==> config.mk <==
export PLATFORM = sky130hd
export DESIGN_NAME = episode_controller_flat
export DESIGN_NICKNAME = d
export VERILOG_FILES = /design/src/rtl/episode_controller_if.sv /design/src/rtl/episode_controller.sv /design/src/flat_wrapper.sv
export SDC_FILE = /design/constraint.sdc
export NUM_CORES = 1
export LEC_CHECK = 0
export BUFFER_PORTS_ARGS = -buffer_cell sky130_fd_sc_hd__buf_2
export CORE_MARGIN = 5
export CORE_UTILIZATION = 54
export DETAILED_ROUTE_END_ITERATION = 12
export GPL_TIMING_DRIVEN = 1
export PLACE_DENSITY = 0.91
export SYNTH_ARGS = -nofsm -noshare
export SYNTH_HDL_FRONTEND = slang
export SYNTH_SLANG_ARGS = --single-unit
==> constraint.sdc <==
create_clock -name clk -period 2.5 [get_ports clk]
set_input_delay 0.5 -clock clk [delete_from_list [all_inputs] [get_ports clk]]
set_output_delay 0.5 -clock clk [all_outputs]
set_load 0.005 [all_outputs]
==> src/rtl/episode_controller_if.sv <==
// rtl/episode_controller_if.sv - episode controller control, location and handshake bundle
interface episode_controller_if #(
  parameter int DATA_LENGTH   = 6,
  parameter int STEP_WIDTH    = 8,
  parameter int EPISODE_WIDTH = 16
);
  logic                     start;
  logic [EPISODE_WIDTH-1:0] num_episodes;
  logic [DATA_LENGTH-1:0]   cur_location;
  logic [DATA_LENGTH-1:0]   goal_location;
  logic                     loc_enable;
  logic                     loc_select;
  logic                     step_req;
  logic                     step_ack;
  logic                     learn_req;
  logic                     learn_ack;
  logic                     plan_req;
  logic                     plan_ack;
  logic                     busy;
  logic                     done;
  logic [STEP_WIDTH-1:0]    step_count;
  logic [EPISODE_WIDTH-1:0] episode_count;

  modport master (
    input  start, num_episodes, cur_location, goal_location,
    input  step_ack, learn_ack, plan_ack,
    output loc_enable, loc_select, step_req, learn_req, plan_req,
    output busy, done, step_count, episode_count
  );

  modport slave (
    output start, num_episodes, cur_location, goal_location,
    output step_ack, learn_ack, plan_ack,
    input  loc_enable, loc_select, step_req, learn_req, plan_req,
    input  busy, done, step_count, episode_count
  );
endinterface

==> src/rtl/episode_controller.sv <==
// rtl/episode_controller.sv - training-run sequencer: episodes of step/learn/plan handshakes
module episode_controller #(
  parameter int DATA_LENGTH   = 6,
  parameter int STEP_WIDTH    = 8,
  parameter int EPISODE_WIDTH = 16,
  parameter int MAX_STEPS     = 255,
  parameter int PLAN_STEPS    = 8
) (
  input  logic                 clk,
  input  logic                 reset,
  episode_controller_if.master bus
);

  localparam logic [2:0] S_IDLE  = 3'd0;
  localparam logic [2:0] S_LOAD  = 3'd1;
  localparam logic [2:0] S_STEP  = 3'd2;
  localparam logic [2:0] S_LEARN = 3'd3;
  localparam logic [2:0] S_LATCH = 3'd4;
  localparam logic [2:0] S_PLAN  = 3'd5;
  localparam logic [2:0] S_CHECK = 3'd6;
  localparam logic [2:0] S_FIN   = 3'd7;

  // Plan counter only needs to reach PLAN_STEPS-1; the final ack leaves PLAN directly.
  localparam int PLAN_W = (PLAN_STEPS > 1) ? $clog2(PLAN_STEPS) : 1;
  localparam logic [PLAN_W-1:0]        PLAN_LAST  = PLAN_W'((PLAN_STEPS > 0) ? PLAN_STEPS - 1 : 0);
  localparam logic [PLAN_W-1:0]        PLAN_ONE   = PLAN_W'(1);
  localparam logic [STEP_WIDTH-1:0]    STEP_MAX   = STEP_WIDTH'(MAX_STEPS);
  localparam logic [STEP_WIDTH-1:0]    STEP_ONE   = STEP_WIDTH'(1);
  localparam logic [EPISODE_WIDTH-1:0] EP_ONE     = EPISODE_WIDTH'(1);
  localparam logic                     HAS_PLAN   = (PLAN_STEPS > 0);

  logic [2:0]               state_q, state_d;
  logic [STEP_WIDTH-1:0]    step_q, step_d;
  logic [EPISODE_WIDTH-1:0] ep_q, ep_d;
  logic [EPISODE_WIDTH-1:0] num_q, num_d;
  logic [PLAN_W-1:0]        plan_q, plan_d;

  logic [DATA_LENGTH-1:0]   cur_loc;
  logic [DATA_LENGTH-1:0]   goal_loc;
  logic [EPISODE_WIDTH-1:0] ep_inc;
  logic                     episode_end;

  assign cur_loc     = bus.cur_location;
  assign goal_loc    = bus.goal_location;
  assign ep_inc      = ep_q + EP_ONE;
  assign episode_end = (cur_loc == goal_loc) || (step_q == STEP_MAX);

  always_comb begin
    state_d = state_q;
    step_d  = step_q;
    ep_d    = ep_q;
    num_d   = num_q;
    plan_d  = plan_q;
    case (state_q)
      S_IDLE: begin
        if (bus.start) begin
          num_d   = bus.num_episodes;
          ep_d    = '0;
          state_d = (bus.num_episodes == '0) ? S_FIN : S_LOAD;
        end
      end
      S_LOAD: begin
        step_d  = '0;
        state_d = S_STEP;
      end
      S_STEP: begin
        if (bus.step_ack) begin
          step_d  = step_q + STEP_ONE;
          state_d = S_LEARN;
        end
      end
      S_LEARN: begin
        if (bus.learn_ack) begin
          state_d = S_LATCH;
        end
      end
      S_LATCH: begin
        plan_d  = '0;
        state_d = HAS_PLAN ? S_PLAN : S_CHECK;
      end
      S_PLAN: begin
        if (bus.plan_ack) begin
          if (plan_q == PLAN_LAST) begin
            state_d = S_CHECK;
          end else begin
            plan_d = plan_q + PLAN_ONE;
          end
        end
      end
      // cur_location already reflects the LATCH write by the time CHECK runs.
      S_CHECK: begin
        if (episode_end) begin
          ep_d    = ep_inc;
          state_d = (ep_inc == num_q) ? S_FIN : S_LOAD;
        end else begin
          state_d = S_STEP;
        end
      end
      S_FIN: begin
        state_d = S_IDLE;
      end
      default: begin
        state_d = S_IDLE;
      end
    endcase
  end

  always_ff @(posedge clk or negedge reset) begin
    if (!reset) begin
      state_q <= S_IDLE;
      step_q  <= '0;
      ep_q    <= '0;
      num_q   <= '0;
      plan_q  <= '0;
    end else begin
      state_q <= state_d;
      step_q  <= step_d;
      ep_q    <= ep_d;
      num_q   <= num_d;
      plan_q  <= plan_d;
    end
  end

  assign bus.loc_enable    = (state_q == S_LOAD) || (state_q == S_LATCH);
  assign bus.loc_select    = (state_q == S_LATCH);
  assign bus.step_req      = (state_q == S_STEP);
  assign bus.learn_req     = (state_q == S_LEARN);
  assign bus.plan_req      = (state_q == S_PLAN);
  assign bus.busy          = (state_q != S_IDLE);
  assign bus.done          = (state_q == S_FIN);
  assign bus.step_count    = step_q;
  assign bus.episode_count = ep_q;

endmodule

==> src/flat_wrapper.sv <==
// flat-port wrapper written by rule: the top's interface ports become plain ports
module episode_controller_flat 
#(
  parameter int DATA_LENGTH   = 6,
  parameter int STEP_WIDTH    = 8,
  parameter int EPISODE_WIDTH = 16,
  parameter int MAX_STEPS     = 255,
  parameter int PLAN_STEPS    = 8
)
  (clk, reset, bus_start, bus_num_episodes, bus_cur_location, bus_goal_location, bus_step_ack, bus_learn_ack, bus_plan_ack, bus_loc_enable, bus_loc_select, bus_step_req, bus_learn_req, bus_plan_req, bus_busy, bus_done, bus_step_count, bus_episode_count);
  episode_controller_if #(.DATA_LENGTH(DATA_LENGTH), .STEP_WIDTH(STEP_WIDTH), .EPISODE_WIDTH(EPISODE_WIDTH)) bus_i ();
  input  logic clk;
  input  logic reset;
  input wire logic [$bits(bus_i.start)-1:0] bus_start;
  input wire logic [$bits(bus_i.num_episodes)-1:0] bus_num_episodes;
  input wire logic [$bits(bus_i.cur_location)-1:0] bus_cur_location;
  input wire logic [$bits(bus_i.goal_location)-1:0] bus_goal_location;
  input wire logic [$bits(bus_i.step_ack)-1:0] bus_step_ack;
  input wire logic [$bits(bus_i.learn_ack)-1:0] bus_learn_ack;
  input wire logic [$bits(bus_i.plan_ack)-1:0] bus_plan_ack;
  output wire logic [$bits(bus_i.loc_enable)-1:0] bus_loc_enable;
  output wire logic [$bits(bus_i.loc_select)-1:0] bus_loc_select;
  output wire logic [$bits(bus_i.step_req)-1:0] bus_step_req;
  output wire logic [$bits(bus_i.learn_req)-1:0] bus_learn_req;
  output wire logic [$bits(bus_i.plan_req)-1:0] bus_plan_req;
  output wire logic [$bits(bus_i.busy)-1:0] bus_busy;
  output wire logic [$bits(bus_i.done)-1:0] bus_done;
  output wire logic [$bits(bus_i.step_count)-1:0] bus_step_count;
  output wire logic [$bits(bus_i.episode_count)-1:0] bus_episode_count;
  assign bus_i.start = bus_start;
  assign bus_i.num_episodes = bus_num_episodes;
  assign bus_i.cur_location = bus_cur_location;
  assign bus_i.goal_location = bus_goal_location;
  assign bus_i.step_ack = bus_step_ack;
  assign bus_i.learn_ack = bus_learn_ack;
  assign bus_i.plan_ack = bus_plan_ack;
  assign bus_loc_enable = bus_i.loc_enable;
  assign bus_loc_select = bus_i.loc_select;
  assign bus_step_req = bus_i.step_req;
  assign bus_learn_req = bus_i.learn_req;
  assign bus_plan_req = bus_i.plan_req;
  assign bus_busy = bus_i.busy;
  assign bus_done = bus_i.done;
  assign bus_step_count = bus_i.step_count;
  assign bus_episode_count = bus_i.episode_count;
  episode_controller #(.DATA_LENGTH(DATA_LENGTH), .STEP_WIDTH(STEP_WIDTH), .EPISODE_WIDTH(EPISODE_WIDTH), .MAX_STEPS(MAX_STEPS), .PLAN_STEPS(PLAN_STEPS)) u_core (.clk(clk), .reset(reset), .bus(bus_i));
endmodule
### Word level (Yosys, flattened, before mapping)

Cells that the tools add are included.

* flip-flop bits (word level): 46
* latch bits: 0
* memory bits (writable): 0
* ROM bits: 0
* output and inout bits: 31
* memories kept: 0

* add/sub/neg operators: 3
* multiply operators: 0
* div/mod/pow operators: 0
* $lt $le $gt $ge: 0
* equal/unequal tests: 18
* shift operators: 0
* mux-type cells: 17
* bitwise logic cells: 0
* reduce and logical (&&, ||, !) cells: 13

Operators with widths (count)
* $mux W16: 2
* $pmux W16 S2: 1
* $mux W3: 10
* $pmux W3 S8: 1
* $add A16 B1 Y16 const B: 1
* $eq A16 B16 Y1: 1
* $logic_not A16 Y1: 1
* $pmux W8 S2: 1
* $eq A3 B3 Y1 const B: 5
* $ne A2 B2 Y1 const B: 5
* $add A8 B1 Y8 const B: 1
* $eq A8 B8 Y1 const B: 1
* $mux W8: 1
* $eq A3 B2 Y1 const B: 2
* $eq A6 B6 Y1: 1
* $pmux W3 S2: 1
* $reduce_and A3 Y1: 2
* $reduce_bool A2 Y1: 3
* $reduce_and A5 Y1: 1
* $ne A2 B1 Y1 const B: 2
* $reduce_and A2 Y1: 2
* $add A3 B1 Y3 const B: 1
* $eq A3 B1 Y1 const B: 1
* $logic_not A3 Y1: 1
* other kinds (2): 3

### Longest topological paths before layout

* word-level depth: 5
* gate-level depth with buffers: 8
* gate-level depth less buffers: 7

### Worst setup path after synthesis

Ideal clock, no wire load.

* path type: register to register
* start: register u_core.ep_q[0], in the netlist u_core.bus.episode_count[0]
* end: register u_core.state_q[1]
* library setup time: 94 ps
* data arrival time: 2053 ps
* data required time: 2406 ps
* setup slack: 353 ps
* stages on the path, launching flop included: 8
* buffers on the path: 0
* period minus slack after synthesis: 2147 ps
* path through: dfrtp_1 > ha_1 > xor3_1 > nor3_1 > nand4bb_1 > nor4_1 > o2111ai_1 > a221oi_2

* cells in the longest elaborated chain, start to end: 5

RTL lines
* start: declaration: line episode_controller.sv:34 `logic [EPISODE_WIDTH-1:0] ep_q, ep_d;`
* start signal: assignment: line episode_controller.sv:118 `ep_q <= ep_d;`
* $add A16 B1 Y16: line episode_controller.sv:45 `assign ep_inc = ep_q + EP_ONE;`
* $eq A16 B16 Y1: line episode_controller.sv:94 `state_d = (ep_inc == num_q) ? S_FIN : S_LOAD;`
* $mux W3: line episode_controller.sv:94
* $mux W3: line episode_controller.sv:92 `if (episode_end) begin`
* $pmux W3 S8: line episode_controller.sv:54 `case (state_q)`
* end signal: assignment: line episode_controller.sv:116 `state_q <= state_d;`
* end: declaration: line episode_controller.sv:32 `logic [2:0] state_q, state_d;`

No other way between the ends.
A chain may end at the register's enable or synchronous reset.

### Final worst setup path

* start: register u_core.ep_q[1], in the netlist u_core.bus.episode_count[1]
* end: register u_core.state_q[1]

Same word-level chain as after synthesis.

==> metrics.md <==
| Metric | Value |
|---|---|
| Clock Tree Buf Depth | `2` |
| FP Rows | `26` |
| Max Fanout on Critical Path | `7` |
| Seq cells post-synth | `46` |
| Ant. Diodes | `0` |
| Total global routing overflow | `0` |
| Post-Synth Simple-Gate Area | `22.9%` |
| Synth Warn # | `0` |
| Synthesis-to-finish area growth | `17.2%` |
| Die area | `6910 um^2` |
| Largest family of logic cells by synthesized area | `simple AND/OR/NAND/NOR gates` |
| Worst path arrival time | `2.60 ns` |
| Final setup viols | `0` |
| Io pins | `65` |
| Largest net degree at the start of global routing | `27` |
| Multiplexer share of the synthesized area | `6.94%` |
| Post-synth top area share | `39.9%` |
| Setup TNS | `0 ns` |
| CTS tree | `built` |
| PostCTS Resize Cnt | `0` |
| Fmax | `423 MHz` |
| Post-CTS Hold Fix Bufs | `0` |
| First-pass DRT Iterations | `4` |
| CP Launch Type | `flip-flop` |
| Fin crit period | `2.37 ns` |
| Ys flop type | `dfrtp_1` |
| Pwr per Cell Area | `802 nW/um^2` |
| Design Area, Final | `3380 um^2` |
| Cell variety after synth | `49` |
| Final WL | `6840 um` |
| Synth Area in Compound Gates | `13.0%` |
| Mean Syn Cell Area | `9.72 um^2` |
| Outcome | `completed` |
| Post-synth EDFFs | `0` |
| Switching part of the total | `35.8%` |
| Setup repair bufs after CTS | `0` |
| Worst hold path type | `primary input to asynchronous set/reset pin` |
| Share of cells above drive strength 1 | `29.4%` |
| Number of global-route vias before repair | `2464` |
| Initial antenna violation count | `0` |
| H-tree depth | `2` |
| FF-to-FF path depth | `7` |
| Nets | `398` |
| Commonest non-fill, non-tap cells in the layout | `64 x buf_2, 46 x dfrtp_1, 23 x o21ai_0, 19 x nand2_1` |
| Cts bufs inserted | `5` |
| Placed cells | `423` |
| Non-filler cells, final | `431` |
| Clk_lat worst skew | `0.31 ns` |
| Post-synthesis async set-or-reset flop share | `100%` |
| Post-synthesis xor/xnor area fraction | `11.1%` |
| Post-synthesis sequential area ratio | `39.9%` |
| Leading cell type in the layout, fill and taps excluded | `buf_2` |
| Leak Pwr | `0.00162 uW` |
| R2r setup slk | `0.13 ns` |
| Worst Tran Pin Value | `0.576 ns` |
| Initial DRC Count | `283` |
| Post-Syn Instances | `297` |
| Antenna viol nets, final | `0` |
| Int Pwr | `1740 uW` |
| Vias per inst | `5.82` |
| Post-Route Skew | `0.00830 ns` |
| Global placer's final weighted congestion | `0.936` |
| Placed inst area | `3270 um^2` |
| Final Hold Viols | `0` |
| Area of the core | `5140 um^2` |
| Drt wl/cell | `15.9 um` |
| First-pass GRT wire length | `11600 um` |
| Synthesized Nets | `335` |
| Total chip power | `2710 uW` |
| Psw | `972 uW` |
| Post-Synth Adder-Cell Area | `1.73%` |
| Die Y | `83.1 um` |
| Endpoint class of the critical path | `flip-flop` |
| Final Cycle Share | `94.6%` |
| Initial Util | `56.2%` |
| DP Wirelength | `5240 um` |
| Comb pwr share | `36.2%` |
| Slew HR | `61.6%` |
| Gr usage total | `20.3%` |
| Required time worst endpoint | `2.73 ns` |
| RSZ-0062 raised after global routing | `no` |
| # clock sinks | `46` |
| Max-Cap Viols | `0` |
| Die Wd | `83.1 um` |
| Vias | `2508` |
| CP Class | `flip-flop to flip-flop` |
| Mapped Area | `2890 um^2` |
| Clk pwr share | `21.2%` |
| Final Max Tran Viols | `0` |
| Residual DRC count | `0` |
| CTS clk-pin slew, worst paths | `0.09 ns` |
| Port Buffers | `64` |
| VDD IR-drop max | `543 uV` |
| Reg power frac | `42.6%` |
| Synth area leaders | `dfrtp_1 40%, mux2_2 6.2%, xnor2_1 5.5%` |
| Core Util, Final | `65.8%` |
| Clk root buf | `clkbuf_8` |
| Yosys top cell by area | `dfrtp_1` |
-- metrics by stage --
step	worst slack, ns	hold slack [ns]
3_5_place_dp	0.181	0.511
6_report	0.134	0.180
4_1_cts	0.163	0.197
5_1_grt	0.00816	0.217
2_1_floorplan	0.353	0.204
3_3_place_gp	0.303	0.499
-- state kept, by name (all words and copies together), names as in the netlist --
register	cells
u_core.bus.episode_count	16
u_core.bus.step_count	8
u_core.num_q	16
u_core.plan_q	3
u_core.state_q	3
-- Yosys cell counts (3+ instances only) --
library cell   n
dfrtp_1       46
o21ai_0       23
nand2_1       19
nor2_1        18
xnor2_1       18
mux2_2        16
xor2_1        16
nand3_1       14
nor4_1        11
clkbuf_1       9
nor3b_1        9
a21oi_1        8
nor3_1         8
a21o_1         7
nand2b_1       6
and3_1         5
buf_2          5
inv_1          5
nand4_1        5
and4_1         4
ha_1           4
buf_6          3
o22ai_1        3
or3_1          3
-- path summary, 6_finish.rpt --
path | start | end
worst min-delay path | reset | u_core.bus.episode_count[9]$_DFFE_PN0P_
max in group asynchronous | reset | u_core.bus.episode_count[7]$_DFFE_PN0P_
min in group clk | bus_num_episodes[1] | u_core.num_q[1]$_DFFE_PN0P_
worst max register to register | u_core.bus.episode_count[1]$_DFFE_PN0P_ | u_core.state_q[1]$_DFFE_PN0P_
worst max-delay path | u_core.bus.episode_count[1]$_DFFE_PN0P_ | u_core.state_q[1]$_DFFE_PN0P_
worst min register to register | u_core.num_q[3]$_DFFE_PN0P_ | u_core.num_q[3]$_DFFE_PN0P_
-- area by class of cell --
| type | count | area, um^2 |
|---|---|---|
| Fill cell | 419 | 1760 |
| Multi-Input combinational cell | 227 | 1610 |
| Sequential cell | 46 | 1150 |
| Timing Repair Buffer | 75 | 403 |
| Tap cell | 70 | 87.6 |
| Clock buffer | 5 | 68.8 |
| Clock inverter | 3 | 43.8 |
| Inverter | 5 | 18.8 |
-- worst max-delay path, stage by stage (launching register included) --
cell and delay, ns:
dfrtp_1 0.41, ha_1 0.27, xor3_1 0.43, nor3_1 0.22, nand4bb_1 0.13, nor4_1 0.28, o2111ai_1 0.23, a221oi_2 0.30
-- cells by family after synthesis --
group / after synthesis
AOI/OAI and AO/OA: 57
adders and majority gates: 4
and+or+nand+nor: 113
muxes: 18
xor gates and xnor gates: 35
buffers and inverters: 24
DFF: 46
-- metal layers --
metal	vias up	global-route usage, %	routed length [um]
met5	-	0	0
met4	0	5.65	87
met3	10	5.25	488
met2	94	32.8	3350
met1	1198	27.0	2910
li1	1206	-	-
-- power by group through the flow --
stage	clock (uW)	combinational, uW	sequential (uW)
2_1_floorplan	0	772	1070
3_3_place_gp	0	935	1150
3_5_place_dp	0	975	1160
4_1_cts	581	981	1150
5_1_grt	607	1090	1180
6_report	577	981	1160
Note: power is estimated with default switching activity, not from simulation.
